--- src/rtl/load_store_unit.sv ---
// Load/store unit: takes one memory request from execute, drives a word-aligned
// memory handshake, and returns a sign/zero-extended load result or a fault.
module load_store_unit #(
    parameter int DATA_W = 32
) (
    input  logic              clk,
    input  logic              rst,
    input  logic              start,
    input  logic              mem_read,
    input  logic              mem_write,
    input  logic [2:0]        funct3,
    input  logic [DATA_W-1:0] addr,
    input  logic [DATA_W-1:0] store_data,
    output logic              busy,
    output logic              done,
    output logic              fault,
    output logic [DATA_W-1:0] load_data,
    output logic              mem_req,
    output logic              mem_we,
    output logic [DATA_W-1:0] mem_addr,
    output logic [DATA_W-1:0] mem_wdata,
    output logic [3:0]        mem_wstrb,
    input  logic              mem_ready,
    input  logic [DATA_W-1:0] mem_rdata
);

    typedef enum logic [1:0] {IDLE, ACCESS, RESP, FAULT} state_t;

    state_t            state;
    state_t            state_next;
    logic              req_ok;
    logic              size_ok;
    logic              req_is_load;
    logic [2:0]        req_funct3;
    logic [1:0]        req_offset;
    logic [DATA_W-1:0] wdata_new;
    logic [3:0]        wstrb_new;
    logic [DATA_W-1:0] rdata_shifted;
    logic [DATA_W-1:0] load_extracted;

    // Unsigned sizes only exist for loads; H needs even, W needs word alignment.
    always_comb begin
        size_ok = 1'b0;
        case (funct3)
            3'b000:  size_ok = 1'b1;
            3'b001:  size_ok = !addr[0];
            3'b010:  size_ok = (addr[1:0] == 2'b00);
            3'b100:  size_ok = mem_read;
            3'b101:  size_ok = mem_read && !addr[0];
            default: size_ok = 1'b0;
        endcase
        req_ok = (mem_read ^ mem_write) && size_ok;
    end

    always_comb begin
        wdata_new = '0;
        wstrb_new = 4'b0000;
        if (mem_write) begin
            case (funct3[1:0])
                2'b00: begin
                    wdata_new = {4{store_data[7:0]}};
                    wstrb_new = 4'b0001 << addr[1:0];
                end
                2'b01: begin
                    wdata_new = {2{store_data[15:0]}};
                    wstrb_new = 4'b0011 << addr[1:0];
                end
                default: begin
                    wdata_new = store_data;
                    wstrb_new = 4'b1111;
                end
            endcase
        end
    end

    always_comb begin
        rdata_shifted = mem_rdata >> {req_offset, 3'b000};
        case (req_funct3)
            3'b000:  load_extracted = {{(DATA_W-8){rdata_shifted[7]}}, rdata_shifted[7:0]};
            3'b001:  load_extracted = {{(DATA_W-16){rdata_shifted[15]}}, rdata_shifted[15:0]};
            3'b100:  load_extracted = {{(DATA_W-8){1'b0}}, rdata_shifted[7:0]};
            3'b101:  load_extracted = {{(DATA_W-16){1'b0}}, rdata_shifted[15:0]};
            default: load_extracted = mem_rdata;
        endcase
    end

    always_comb begin
        state_next = state;
        case (state)
            IDLE:    if (start) state_next = req_ok ? ACCESS : FAULT;
            ACCESS:  if (mem_ready) state_next = RESP;
            RESP:    state_next = IDLE;
            FAULT:   state_next = IDLE;
            default: state_next = IDLE;
        endcase
    end

    always_ff @(posedge clk) begin
        if (rst) state <= IDLE;
        else     state <= state_next;
    end

    // Request fields freeze at acceptance so the bus stays stable while waiting.
    always_ff @(posedge clk) begin
        if (rst) begin
            req_is_load <= 1'b0;
            req_funct3  <= 3'b000;
            req_offset  <= 2'b00;
            mem_we      <= 1'b0;
            mem_addr    <= '0;
            mem_wdata   <= '0;
            mem_wstrb   <= 4'b0000;
            load_data   <= '0;
        end else begin
            if (state == IDLE && start && req_ok) begin
                req_is_load <= mem_read;
                req_funct3  <= funct3;
                req_offset  <= addr[1:0];
                mem_we      <= mem_write;
                mem_addr    <= {addr[DATA_W-1:2], 2'b00};
                mem_wdata   <= wdata_new;
                mem_wstrb   <= wstrb_new;
            end
            if (state == ACCESS && mem_ready && req_is_load)
                load_data <= load_extracted;
        end
    end

    assign busy    = (state != IDLE);
    assign mem_req = (state == ACCESS);
    assign done    = (state == RESP) || (state == FAULT);
    assign fault   = (state == FAULT);

endmodule

--- config.mk ---
export PLATFORM = sky130hd
export DESIGN_NAME = load_store_unit
export DESIGN_NICKNAME = d
export VERILOG_FILES = /design/src/rtl/load_store_unit.sv
export SDC_FILE = /design/constraint.sdc
export NUM_CORES = 1
export LEC_CHECK = 0
export ABC_AREA = 1
export CELL_PAD_IN_SITES_DETAIL_PLACEMENT = 0
export CELL_PAD_IN_SITES_GLOBAL_PLACEMENT = 1
export CORE_UTILIZATION = 32
export CTS_BUF_LIST = sky130_fd_sc_hd__clkbuf_2
export DETAILED_ROUTE_END_ITERATION = 16
export PLACE_DENSITY_LB_ADDON = 0.25
export SLEW_MARGIN = 10
export SYNTH_ARGS = -nofsm -noshare
export SYNTH_HDL_FRONTEND = slang
export SYNTH_SLANG_ARGS = --single-unit
--- constraint.sdc ---
create_clock -name clk -period 3.35 [get_ports clk]
set_clock_uncertainty 0.2 [all_clocks]
set_input_delay 0.5025 -clock clk [delete_from_list [all_inputs] [get_ports clk]]
set_output_delay 0.5025 -clock clk [all_outputs]
set_load 0.01 [all_outputs]
==> qor.csv, run 1 <==
metric,value,unit
num ports,210,
hold_sp,rst,
WP data arrival,1850,ps
number of global-route vias before repair,5204,
setup TNS,0,ps
min cycle time layout,2550,ps
grt total ovfl,0,
worst hold path class,in -> reg,
register area,2140,sq um
post-route cell area,7440,sq um
DRT Wirelength,16900,um
Fillers,1646,
Site Rows,45,
first-pass GRT wire length,26400,um
beginning of the critical path,state[0],
multi-input combinational cell area,2570,sq um
hpwl dp,11900,um
share of cells above drive strength 1,0.0669,
worst-path maximum fanout,4,
Placed Area,7330,sq um
CTS Sinks,107,
Nets,1072,
final setup violation count,0,
Fmax achieved,392,MHz
maximum vdd drop,0.000178,V
Syn Std Cell Area,5150,sq um
RSZ-0062 raised after global routing,no,
Clock transition at path regs,340,ps
Lkg Pwr,0.00289,uW
drt pass-1 iters,5,
CTS Hold Bufs,0,
post-cts sizing count,0,
"Distinct cells, synth",26,
crit path kind,reg -> out,
Compound-Gate Fraction of Synth Area,0.163,
initial DRC count,347,
fin crit share,0.761,
total CTS buffers,9,
post-synthesis mux area share,0,
Rel. slew slack,0.527,
# Max-Cap Violations,0,
actual slew at the worst max-slew pin,708,ps
Max Slew Vio Count,0,
crit start category,register,
Core ar.,15400,sq um
root buf cell,clkbuf_2,
Starting Density,0.334,
post-CTS setup buffers,0,
yosys warns,0,
Clock Latency Late Sink,610,ps
vias per std cell,4.71,
main area contributors after synthesis,"dfxtp_1 42%, nand2_1 20%, a21oi_1 8.7%",
PwrDens,321,nW/um^2
Synth area leader,dfxtp_1,
largest family of logic cells by synthesized area,simple AND/OR/NAND/NOR gates,
Crit. End Element,output pin,
"Hold Vio Cnt, Final",0,
via count,5580,
post-synth top area share,0.416,
ANT nets after route,0,
status,"finished, final reports clean",
register area share after synthesis,0.416,
Mapped Cells,790,
Synth Area per Inst,6.51,sq um
initial antenna violation count,1,
area of the die,16600,sq um
Die H,129,um
Finished Core Util,0.482,
number of remaining DRC errors,0,
CTS tree,done,
Adder-Cell Fraction of Synth Area,0,
PortBufs,207,
die width,129,um
Synth Register Bits,107,
XOR/XNOR share of the synthesized area,0,
Final GP Congestion,0.809,
Synth-to-Final Area Change,44.6,%
GRT Total Usage,0.202,
CTS max path bufs,2,
CP required,2650,ps
largest net degree at the start of global routing,55,
Reg-to-Reg Start,req_offset[1],
post-DR wirelength/cell,14.2,um
post-synthesis simple-gate area fraction,0.334,
H-tree Lvls,3,
-- state kept, by name, summed over array words and instances, names as in the netlist --
signal and cells:
load_data 32, mem_addr 30, mem_wdata 32, mem_we 1
mem_wstrb 4, req_funct3 3, req_is_load 1, req_offset 2
state 2
-- cells by family (layout without fill, tap and decap cells) --
logic type | Yosys count | in the layout
other | 1 | 3
buffers and inverters | 104 | 285
AND/OR/NAND/NOR | 419 | 419
AO/OA/AOI/OAI | 159 | 159
flip-flops | 107 | 107
-- worst max-delay path, cell delays in order, from the launching register on --
cell	delay, ps
dfxtp_1	460
nand2_1	140
inv_1	70
clkdlybuf4s50_1	560
-- through the flow --
| stage | setup slack (ps) | hold slack [ps] | total power [uW] | cells |
|---|---|---|---|---|
| after floorplan | 1620 | 245 | 1570 | 791 |
| after global placement | 713 | 252 | 1830 | 1167 |
| after detailed placement | 689 | 256 | 1830 | 1167 |
| after CTS | 711 | 84.6 | 2440 | 1183 |
| after global routing | 630 | 69.1 | 2540 | 1184 |
| final | 801 | 146 | 2390 | 1184 |
-- cells in the mapped netlist (all sizes together) --
| master | count |
|---|---|
| nand2 | 278 |
| dfxtp | 107 |
| a21oi | 99 |
| nor2 | 62 |
| o21ai | 57 |
| nand3 | 53 |
| inv | 47 |
| buf | 32 |
| clkbuf | 25 |
| or2 | 17 |
| nor3 | 7 |
| a31oi | 1 |
| conb | 1 |
| nand4 | 1 |
| nor4 | 1 |
| o211ai | 1 |
| o21a | 1 |
-- layout make-up --
cell class / instances / area share
Multi-Input combinational cell: 580 / 0.345
Timing Repair Buffer: 222 / 0.293
Tap cell: 211 / 0.0355
Antenna cell: 1 / 0.000336
Inverter: 47 / 0.0237
Sequential cell: 107 / 0.288
Clock inverter: 7 / 0.00824
Clock buffer: 9 / 0.00605
-- layer usage --
| metal | share of wire | GRT usage |
|---|---|---|
| met5 | 0 | 0 |
| met4 | 0.013 | 0.0699 |
| met2 | 0.46 | 0.324 |
| met1 | 0.45 | 0.260 |
| met3 | 0.073 | 0.0570 |
-- final timing paths --
check                                endpoint  slack, ps  cells after the start
worst max-delay path                  mem_req        800                      3
worst min-delay path             mem_addr[19]        150                      2
worst min register to register    mem_addr[9]        280                      2
worst max register to register  load_data[18]       1180                      7
-- layout by cell type, fill, tap and decap left out, types with 16 or more instances in the layout --
cell type | synthesis | final
nand3_1 | 51 | 51
inv_1 | 44 | 44
nor2_1 | 60 | 60
dfxtp_1 | 107 | 107
a21oi_1 | 89 | 89
or2_2 | 16 | 16
nand2_1 | 278 | 278
buf_4 | 2 | 16
clkdlybuf4s50_1 | 0 | 206
o21ai_0 | 57 | 57
-- report_power, final --
part	total (uW)	internal [uW]	leakage, uW	switching [uW]
Clock	588	113	0.0000650	476
Sequential	1320	1310	0.000864	15.5
Combinational	481	230	0.00196	252
(Power assumes the default switching activity.)
==> run 2: changes to the inputs <==
--- a/config.mk
+++ b/config.mk
@@ -8,7 +8,7 @@
 export ABC_AREA = 1
 export CELL_PAD_IN_SITES_DETAIL_PLACEMENT = 0
 export CELL_PAD_IN_SITES_GLOBAL_PLACEMENT = 1
-export CORE_UTILIZATION = 32
+export CORE_UTILIZATION = 30
 export CTS_BUF_LIST = sky130_fd_sc_hd__clkbuf_2
 export DETAILED_ROUTE_END_ITERATION = 16
 export PLACE_DENSITY_LB_ADDON = 0.25
==> constraint.sdc (replaced) <==
create_clock -name clk -period 2.6 [get_ports clk]
set_clock_uncertainty 0.2 [all_clocks]
set_input_delay 0.39 -clock clk [delete_from_list [all_inputs] [get_ports clk]]
set_output_delay 0.39 -clock clk [all_outputs]
set_load 0.01 [all_outputs]
==> run 2 against run 1 <==
Net effect: wire length grew 1.3%; worst hold slack lost 39 ps; via count grew 0.54%; design area grew 4.7%; global-route usage shrank 0.75 points; flip-flop and latch count is the same; largest cell class unchanged.
==> qor.csv, run 2 (synthesized netlist as in run 1, its figures left out) <==
metric,value,unit,change
# Max-Cap Violations,0,,unchanged
via count,5610,,+0.54%
"Hold Vio Cnt, Final",0,,unchanged
RSZ-0062 raised after global routing,no,,
Clock Latency Late Sink,620,ps,about the same
drt pass-1 iters,5,,unchanged
PortBufs,207,,unchanged
WP data arrival,1820,ps,-30 ps
share of cells above drive strength 1,0.0747,,+0.00783
initial antenna violation count,1,,unchanged
Finished Core Util,0.468,,-0.0141
GRT Total Usage,0.195,,-0.00751
largest net degree at the start of global routing,42,,-24%
Nets,1105,,+3.1%
CTS Sinks,107,,unchanged
grt total ovfl,0,,unchanged
actual slew at the worst max-slew pin,591,ps,-116 ps
worst-path maximum fanout,5,,+1
hpwl dp,12200,um,+1.9%
num ports,210,,unchanged
Rel. slew slack,0.605,,+0.0787
area of the die,17700,sq um,+6.6%
Clk pwr share,0.233,,-0.013
min cycle time layout,2410,ps,
Max Slew Vio Count,0,,unchanged
Fillers,1779,,+8.1%
Die H,133,um,+3.2%
multi-input combinational cell area,2570,sq um,unchanged
root buf cell,clkbuf_2,,
vias per std cell,4.58,,-2.9%
register area,2140,sq um,+0.12%
crit start category,register,,
Clock transition at path regs,320,ps,-20 ps
die width,133,um,+3.2%
CTS max path bufs,2,,unchanged
setup TNS,0,ps,unchanged
ANT nets after route,0,,unchanged
"commonest non-fill, non-tap cell in the layout",nand2_1,,
Final GP Congestion,0.846,,+4.6%
Core ar.,16600,sq um,+7.9%
fin crit share,0.927,,
Synth-to-Final Area Change,51.5,%,
DRT Wirelength,17100,um,+1.3%
CTS tree,done,,
total CTS buffers,9,,unchanged
status,"finished, final reports clean",,
largest registers,"load_data (32), mem_wdata (32), mem_addr (30)",,
Site Rows,47,,+4.4%
maximum vdd drop,0.000212,V,+19%
final setup violation count,0,,unchanged
Crit. End Element,output pin,,
post-DR wirelength/cell,13.9,um,-2.2%
Combinational Power Share,0.214,,+0.013
Starting Density,0.309,,-0.0244
most frequent cells in the layout,"278 x nand2_1, 206 x clkdlybuf4s50_1, 105 x dfxtp_1",,
number of global-route vias before repair,5291,,+1.7%
sequential share of power,0.552,,about the same
Lkg Pwr,0.00303,uW,+4.9%
number of remaining DRC errors,0,,unchanged
crit path kind,reg -> out,,
first-pass GRT wire length,27300,um,+3.5%
initial DRC count,334,,-3.7%
CP required,2010,ps,-640 ps
switching power,939,uW,+26%
Fmax achieved,415,MHz,
Switching Share,0.305,,-0.00616
PwrDens,395,nW/um^2,+23%
H-tree Lvls,3,,unchanged
internal power,2140,uW,+30%
worst hold path class,in -> reg,,
## run 2: cell count changes in the layout (fill, tap and decap cells not counted), sizes merged
| cell | change |
|---|---|
| buf | +8 |
| diode | +1 |
| clkinv | -1 |
| dlygate4sd3 | +25 |
| inv | -1 |
| clkinvlp | +1 |
## run 2: layer usage
metal,up-vias,part of all wire,routed length [um],global-route usage
li1,2932,-,-,-
met1,2518,0.46,7920,0.249
met2,148,0.46,7820,0.314
met3,12,0.065,1120,0.0598
met4,0,0.014,233,0.0575
met5,-,0,0,0
## run 2: repair_timing
action / 4_1_cts / 5_1_grt
hold buffers: 25 / 0
buffers inserted: 0 / 0
endpoints found under the hold margin: 43 / 0
gates resized for setup: 0 / 2
endpoints found under the setup margin: 0 / 1
## run 2: final timing paths
path | startpoint | end | slack, ps | depth (start not counted)
worst max-delay path | state[1] | mem_req | 190 | 4
worst min-delay path | addr[16] | mem_addr[16] | 110 | 3
worst max register to register | req_funct3[0] | load_data[19] | 730 | 5
worst min register to register | mem_wstrb[1] | mem_wstrb[1] | 280 | 2
## run 2: layout make-up
class | instances | share of cell area
Tap cell | 220 | 0.0353
Sequential cell | 107 | 0.275
Antenna cell | 2 | 0.000642
Clock buffer | 9 | 0.00578
Multi-Input combinational cell | 580 | 0.330
Timing Repair Buffer | 255 | 0.325
Inverter | 47 | 0.0226
Clock inverter | 6 | 0.00626
## run 2: through the flow
stage	worst slack (ps)	power [uW]	instance area [sq um]	std cells	hold WS, ps
floorplan	981	2030	5150	791	245
global placement	254	2370	7440	1184	250
detailed placement	253	2360	7440	1184	256
CTS	53.8	3140	7790	1224	2.11
global route	4.63	3270	7790	1225	13.8
finish	190	3080	7790	1226	108
## run 2: critical path: stages (launching register included)
cell             delay [ps]
dfxtp_2                 420
inv_1                    50
nand2_1                 100
inv_1                    70
clkdlybuf4s50_1         560
## run 2: power by group through the flow
stage	clock (uW)	sequential (uW)	combinational (uW)
global placement	0	1730	638
global route	833	1710	730
CTS	775	1700	667
floorplan	0	1740	291
detailed placement	0	1730	633
finish	720	1700	661
==> run 3: changes to the inputs <==
--- a/config.mk
+++ b/config.mk
@@ -8,9 +8,10 @@
 export ABC_AREA = 1
 export CELL_PAD_IN_SITES_DETAIL_PLACEMENT = 0
 export CELL_PAD_IN_SITES_GLOBAL_PLACEMENT = 1
-export CORE_UTILIZATION = 30
+export CORE_UTILIZATION = 44
 export CTS_BUF_LIST = sky130_fd_sc_hd__clkbuf_2
 export DETAILED_ROUTE_END_ITERATION = 16
+export DONT_BUFFER_PORTS = 1
 export PLACE_DENSITY_LB_ADDON = 0.25
 export SLEW_MARGIN = 10
 export SYNTH_ARGS = -nofsm -noshare
==> run 3 against run 2 <==
Net effect: wire length grew 0.12%; non-clock buffer count shrank 70; flip-flop and latch count is the same; die area shrank 31%; combinational power shrank 12%; fmax shrank 3.0%; first-iteration DRC count grew 28%; worst hold slack lost 37 ps; critical path depth grew 4; global-route usage grew 8.3 points; via count grew 2.4%; sequential power is essentially flat; critical endpoint is now mem_addr[31]; largest power group unchanged; highest routed layer unchanged.
==> qor.csv, run 3 (synthesized netlist as in run 1, its figures left out) <==
metric,value,unit,change
Finished Layout Cells,1079,,-12%
post-place setup slack,477,ps,+224 ps
"commonest non-fill, non-tap cell in the layout",nand2_1,,
status,"finished, final reports clean",,
CTS max path bufs,2,,unchanged
largest registers,"load_data (32), mem_wdata (32), mem_addr (30)",,
root buf cell,clkbuf_2,,
Starting Density,0.451,,+0.141
largest net degree at the start of global routing,88,,+110%
vias per std cell,5.33,,+16%
grt total ovfl,0,,unchanged
Final GP Congestion,0.836,,-1.3%
PwrDens,429,nW/um^2,+8.4%
# Max-Cap Violations,0,,unchanged
Synth-to-Final Area Change,37.0,%,
Max Slew Vio Count,0,,unchanged
area of the die,12100,sq um,-31%
number of global-route vias before repair,5458,,+3.2%
crit start category,register,,
Rel. slew slack,0.522,,-0.0836
Fmax achieved,402,MHz,-3.0%
CP required,3000,ps,+990 ps
Lkg Pwr,0.00282,uW,-6.9%
fin crit share,0.956,,+0.0289
Nets,1036,,-6.2%
die width,110,um,-17%
drt pass-1 iters,7,,+2
WP data arrival,2880,ps,+1060 ps
total power,3020,uW,-2.0%
H-tree Lvls,3,,unchanged
Site Rows,39,,-17%
final setup violation count,0,,unchanged
Clock transition at path regs,300,ps,-20 ps
maximum vdd drop,0.000456,V,+110%
ANT nets after route,0,,unchanged
CTS tree,done,,
"Hold Vio Cnt, Final",0,,unchanged
number of remaining DRC errors,0,,unchanged
min cycle time layout,2490,ps,+75.0 ps
hpwl dp,10100,um,-17%
GRT Total Usage,0.277,,+0.0826
n_diodes,0,,-2
first-pass GRT wire length,25900,um,-5.1%
worst hold path class,in -> reg,,
PortBufs,0,,-100%
actual slew at the worst max-slew pin,717,ps,+125 ps
via count,5747,,+2.4%
post-DR wirelength/cell,15.9,um,+14%
Crit. End Element,register,,
initial antenna violation count,0,,-1
Die H,110,um,-17%
Core ar.,11400,sq um,-31%
CTS Sinks,107,,unchanged
Final Worst Setup Slack,115,ps,-75.0 ps
initial DRC count,426,,+28%
most frequent cells in the layout,"278 x nand2_1, 173 x dlygate4sd3_1, 107 x dfxtp_1",,
DRT Wirelength,17100,um,+0.12%
share of cells above drive strength 1,0.0652,,-0.00953
Clock Latency Late Sink,620,ps,about the same
total CTS buffers,9,,unchanged
Cell Count Post-Placement,887,,-25%
worst-path maximum fanout,49,,+44
crit path kind,reg -> reg,,
num ports,210,,unchanged
setup TNS,0,ps,unchanged
==> run 3: layout make-up <==
| class | instances | area [sq um] |
|---|---|---|
| repair buffers | 185 | 1870 |
| multi-input cells | 581 | 2580 |
| well taps | 143 | 179 |
| clock buffers | 10 | 50.0 |
| inverters | 47 | 178 |
| flip-flops and latches | 107 | 2140 |
| fillers | 1052 | 4370 |
| clock inverters | 6 | 52.6 |
==> run 3: timing repair <==
item                                    in CTS  in global routing
endpoints found under the hold margin      107                  1
endpoints found under the setup margin       0                 11
resized for setup                            0                  2
buffers inserted                             0                  0
hold buffers                               174                  1
==> run 3: critical path, stage by stage (launching register included) <==
cell           delay (ps)
dfxtp_1               450
or2_4                 310
nor2_4                110
nand3_2                90
clkinv_2              210
buf_12                270
nand2_1               120
a21oi_1               120
dlygate4sd3_1         560
==> run 3: path summary, 6_finish.rpt <==
check	from	to	slack [ps]	cells after the start
hold reg to reg	req_funct3[2]	req_funct3[2]	300	2
hold / removal	funct3[1]	mem_wdata[9]	70	5
setup / recovery	state[1]	mem_addr[31]	110	8
setup reg to reg	state[1]	mem_addr[31]	110	8
==> run 3: metal layers <==
| layer | up-vias | wire [um] | global-route usage |
|---|---|---|---|
| met3 | 44 | 1430 | 0.0852 |
| met1 | 2674 | 6650 | 0.313 |
| met5 | - | 0 | 0 |
| met2 | 236 | 8590 | 0.482 |
| met4 | 0 | 442 | 0.119 |
| li1 | 2793 | - | - |
==> run 3: through the flow <==
| stage | utilization | hold WS, ps | area, sq um |
|---|---|---|---|
| final | 0.617 | 70.4 | 7050 |
| after floorplan | - | 245 | 5150 |
| after CTS | 0.616 | 0.324 | 7030 |
| after global routing | 0.617 | 45.1 | 7050 |
| after global placement | 0.453 | 262 | 5170 |
| after detailed placement | 0.453 | 266 | 5170 |
==> run 3: report_power, final <==
part,switching [uW],total (uW),internal (uW)
combinational,301,580,279
clock,581,721,140
sequential,39.5,1720,1680
total,922,3020,2100
